[src/rtl/credit_sender.sv]
// Transmit side of a credit-based channel: forwards upstream words as enqueue strobes
// into a receiver FIFO that has no full flag, and tracks free receiver slots with credits.
//
// state   | meaning
// S_RUN   | credits available, accepting words
// S_EMPTY | no credits left, waiting for a credit return
// S_ERR   | a credit arrived while already at CMAX; sticky until reset
module credit_sender #(
  parameter int DATA_WIDTH = 16,
  parameter int FIFO_ADDR  = 2
) (
  input  logic                         clock,
  input  logic                         reset,
  input  logic signed [DATA_WIDTH-1:0] i_data,
  input  logic                         i_valid,
  output logic                         o_ready,
  output logic signed [DATA_WIDTH-1:0] o_data,
  output logic                         o_enq,
  input  logic                         i_credit,
  output logic [FIFO_ADDR:0]           o_credits,
  output logic                         o_credit_err
);

  localparam int CW = FIFO_ADDR + 1;
  localparam logic [CW-1:0] CMAX = CW'(2 ** FIFO_ADDR);

  typedef enum logic [1:0] {
    S_RUN   = 2'd0,
    S_EMPTY = 2'd1,
    S_ERR   = 2'd2
  } state_t;

  state_t                       state_q, state_d;
  logic [CW-1:0]                credits_q, credits_d;
  logic                         enq_q, enq_d;
  logic signed [DATA_WIDTH-1:0] data_q, data_d;
  logic                         fire;

  // Ready depends only on registered state so upstream never sees a combinational loop.
  assign o_ready      = (state_q == S_RUN) && (credits_q != '0);
  assign fire         = i_valid && o_ready;
  assign o_data       = data_q;
  assign o_enq        = enq_q;
  assign o_credits    = credits_q;
  assign o_credit_err = (state_q == S_ERR);

  always_comb begin
    state_d   = state_q;
    credits_d = credits_q;
    enq_d     = fire;
    data_d    = fire ? i_data : data_q;
    case (state_q)
      S_ERR: begin
        state_d = S_ERR;
      end
      default: begin
        if (i_credit && !fire && (credits_q == CMAX)) begin
          state_d = S_ERR;
        end else begin
          if (fire && !i_credit) begin
            credits_d = credits_q - 1'b1;
          end else if (!fire && i_credit) begin
            credits_d = credits_q + 1'b1;
          end
          state_d = (credits_d == '0) ? S_EMPTY : S_RUN;
        end
      end
    endcase
  end

  always_ff @(posedge clock) begin
    if (reset) begin
      state_q   <= S_RUN;
      credits_q <= CMAX;
      enq_q     <= 1'b0;
      data_q    <= '0;
    end else begin
      state_q   <= state_d;
      credits_q <= credits_d;
      enq_q     <= enq_d;
      data_q    <= data_d;
    end
  end

endmodule

[config.mk]
export PLATFORM = sky130hd
export DESIGN_NAME = credit_sender
export DESIGN_NICKNAME = d
export VERILOG_FILES = /design/src/rtl/credit_sender.sv
export SDC_FILE = /design/constraint.sdc
export NUM_CORES = 1
export LEC_CHECK = 0
export ABC_CLOCK_PERIOD_IN_PS = 3600
export CELL_PAD_IN_SITES_DETAIL_PLACEMENT = 1
export CELL_PAD_IN_SITES_GLOBAL_PLACEMENT = 2
export CORE_MARGIN = 4
export CORE_UTILIZATION = 24
export DETAILED_ROUTE_END_ITERATION = 8
export PLACE_DENSITY_LB_ADDON = 0.1
export SETUP_SLACK_MARGIN = 0.3
export SYNTH_ARGS = -nofsm -noshare
export SYNTH_HDL_FRONTEND = slang
export SYNTH_SLANG_ARGS = --single-unit
[constraint.sdc]
create_clock -name clock -period 3.6 [get_ports clock]
set_clock_uncertainty 0.1 [all_clocks]
set_input_delay 1.08 -clock clock [delete_from_list [all_inputs] [get_ports clock]]
set_output_delay 1.08 -clock clock [all_outputs]
set_load 0.005 [all_outputs]
==> out/summary.txt <==
GLOBAL ROUTE
------------------------------------------------------------------------------------------------------
Total gr overflow                                                                                    0
Initial antenna violation count                                                                      0
Vias in the first global route                                                                   1,041
Global-route total usage across every layer                                                     0.1154
Maximum number of pins on one net before global-route repair                                        16
Wire length of the first global-routing pass                                              4816 microns

STA
------------------------------------------------------------------------------------------------------
Relative slew margins                                                                           0.6040
Transition time of the tightest slew-check pin                                               0.5863 ns
Final worst path period need                                                                  3.027 ns
Setup repair after global routing missed its margin                                                 no
Share of the cycle needed by the critical path after routing                                    0.8409
Max frequency                                                                                330.3 MHz
Final max-slew violation count                                                                       0
Endpoints failing hold                                                                               0
Setup_tns                                                                                         0 ns
Final count of negative-setup-slack endpoints                                                        0

CLOCK NETWORK
------------------------------------------------------------------------------------------------------
Deepest clock path buffer count                                                                      2
Worst-skew pair later-pin latency                                                              0.26 ns
Number of buffers created by CTS                                                                     3
Count of cells resized by post-cts repair                                                            0
CTS tree                                                                                           yes
Hold-fix buffer count after cts                                                                      0
Post-CTS Setup Inserts                                                                               0
Clock sinks                                                                                         22
Clock transition at the register clock pins on the worst setup and hold paths after CTS        0.09 ns
Clock H-tree levels                                                                                  1
Root Driver                                                                               sky130_fd_sc_hd__clkbuf_8

SYNTH
------------------------------------------------------------------------------------------------------
Post-synth top area cell                                                                  sky130_fd_sc_hd__dfxtp_1
Number of synthesis warnings                                                                         0
Net Count, Synth                                                                                   144
Post-synthesis instance total                                                                      121
Number of different library cells in the post-synthesis netlist                                     27
Avg Inst Size Synth                                                                        8.097 sq um
Top post-synthesis cells by area                                                          sky130_fd_sc_hd__dfxtp_1, sky130_fd_sc_hd__nand2_1, sky130_fd_sc_hd__a21oi_1
Fraction of post-synthesis cell area in the top cell type by area                               0.4496
Sequential area share after synthesis                                                           0.4496
Synth Cell Area                                                                            979.7 sq um
Number of register bits inferred by synthesis                                                       22

RUN
------------------------------------------------------------------------------------------------------
Max-cap violations                                                                                   0

ROUTING
------------------------------------------------------------------------------------------------------
Average wire length per cell after detail routing                                         13.68 microns
Total wirelength of the detailed-routed design                                            2901 microns
Violation count after the first detailed-route iteration                                            17
Total number of vias                                                                               992
Number of search-and-repair iterations in the first detailed-routing pass                            4
Post-detailed-route count of antenna-violating nets                                                  0
DRC                                                                                                  0
Via count normalized by instance count                                                           4.679

PWR
------------------------------------------------------------------------------------------------------
Static leakage power                                                                         0.5676 nW
Total design power                                                                           0.8391 mW
Largest voltage drop on the vdd net                                                           208.8 uV
Pwr Density                                                                               551.5 nW/um^2

SETUP PATH
------------------------------------------------------------------------------------------------------
Critical Path End Type                                                                      output pin
Worst path max stage delay                                                                     0.51 ns
Slowest cell on crit path                                                                 sky130_fd_sc_hd__clkdlybuf4s50_1
Type of the worst setup path                                                                reg -> out
CP Cell Sequence                                                                          inv_1, ha_1, nor2b_1, nor2_1, clkdlybuf4s50_1
Arrival time of the worst setup path                                                           1.85 ns
Top delay family on crit path                                                             buffers and inverters
Total buffers and inverters traversed by the critical path                                           2
Largest fanout of any net on the critical path                                                       6
Critical path startpoint category                                                            flip-flop
Critical path required time                                                                    2.42 ns
Worst R2R Setup Slack                                                                          1.49 ns

PLACE
------------------------------------------------------------------------------------------------------
Hpwl dp                                                                                   2266 microns
Number of input and output port buffers inserted                                                    41
RD Place Congestion                                                                             0.7623
Inst Count DP                                                                                      208

DIE
------------------------------------------------------------------------------------------------------
Die W                                                                                     71.89 microns
Height of the die                                                                         71.89 microns
Starting utilization of the core area                                                           0.2579
Core area                                                                                   3799 sq um
Top-Level Pins                                                                                      42
Total Die Area                                                                              5168 sq um
Num rows                                                                                            22

FINISH
------------------------------------------------------------------------------------------------------
Core utilization of the finished layout                                                         0.4005
Area Growth Syn to Fin                                                                          55.30%
Commonest non-fill, non-tap cell in the layout                                            sky130_fd_sc_hd__clkdlybuf4s50_1
Count of non-filler cells in the finished layout                                                   212
Number of nets in the layout                                                                       188
Fraction of final layout cells sized beyond drive strength 1                                   0.07317
Top library cells by usage in the layout, fill and taps aside                             sky130_fd_sc_hd__clkdlybuf4s50_1, sky130_fd_sc_hd__nand2_1, sky130_fd_sc_hd__dfxtp_1, sky130_fd_sc_hd__a21oi_1, sky130_fd_sc_hd__nor2_1
Antenna cells                                                                                        0

OUTCOME
------------------------------------------------------------------------------------------------------
Result of the run                                                                         finished clean

MIN PATH
------------------------------------------------------------------------------------------------------
Type of the most critical hold path                                                         reg -> reg

-- power breakdown --
part / leakage (nW) / internal [mW] / switching, mW
clock: 0.0357 / 0.148 / 0.0856
combinational: 0.351 / 0.156 / 0.143
sequential: 0.181 / 0.280 / 0.0265
-- registers in the layout (all words and copies together) (netlist names) --
register   count
o_credits      3
o_data        16
o_enq          1
state_q        2
-- worst reg2reg max path: stages, from the launching register on --
cell and delay (ns):
sky130_fd_sc_hd__dfxtp_1 0.43, sky130_fd_sc_hd__inv_1 0.12, sky130_fd_sc_hd__ha_1 0.25, sky130_fd_sc_hd__a41oi_1 0.51
sky130_fd_sc_hd__a21boi_1 0.25, sky130_fd_sc_hd__mux2_1 0.34
-- layout make-up --
type | instances | area [sq um]
clock buffer | 3 | 41.29
fill | 458 | 2277
tap | 48 | 60.06
timing repair buffer | 44 | 432.9
sequential | 22 | 440.4
clock inverter | 1 | 30.03
multi-input combinational | 91 | 505.5
inverter | 3 | 11.26
-- routing by layer --
layer,global-route usage,part of all wire
met1,0.1432,0.45
met2,0.1969,0.47
met3,0.03878,0.075
met4,0.01879,0.0045
met5,0,0
-- kinds of logic (layout without fill, tap and decap cells) --
logic type,count (synthesis),after routing,synth area share
adders and majority gates,3,3,0.03832
AOI/OAI and AO/OA,27,27,0.1801
and+or+nand+nor,59,59,0.2759
DFF,22,22,0.4496
buffers and inverters,8,51,0.03448
muxes,2,2,0.02171
-- synth_stat cells (all sizes together) --
master and number:
dfxtp 22, o21ai 2, a41oi 1, nor2b 4, a21boi 1, a31oi 2, nor2 7, or2 1
o221a 1, nand3 2, and4 1, a221oi 1, o31ai 1, a311o 1, nand2 35, mux2i 1
o22a 1, a21oi 16, mux2 1, inv 3, nand2b 4, clkbuf 2, ha 3, or3 2
nand4 2, nor3 1, buf 3
-- worst paths after layout --
kind | start | to | depth (start not counted)
hold reg to reg | o_data[14]$_SDFFE_PP0P_ | o_data[14]$_SDFFE_PP0P_ | 2
setup / recovery | o_credits[0]$_SDFFE_PP0P_ | o_ready | 5
hold / removal | o_data[14]$_SDFFE_PP0P_ | o_data[14]$_SDFFE_PP0P_ | 2
setup reg to reg | o_credits[0]$_SDFFE_PP0P_ | o_credits[0]$_SDFFE_PP0P_ | 5
-- metrics by stage --
step | cell area, sq um | hold WS [ns] | setup slack, ns
2_1_floorplan | 979.7 | 0.3527 | 1.376
4_1_cts | 1521 | 0.3624 | 0.5357
5_1_grt | 1521 | 0.3804 | 0.3977
3_5_place_dp | 1450 | 0.3495 | 0.5659
6_report | 1521 | 0.3592 | 0.5726
3_3_place_gp | 1450 | 0.3417 | 0.6755
(Power assumes the default switching activity.)
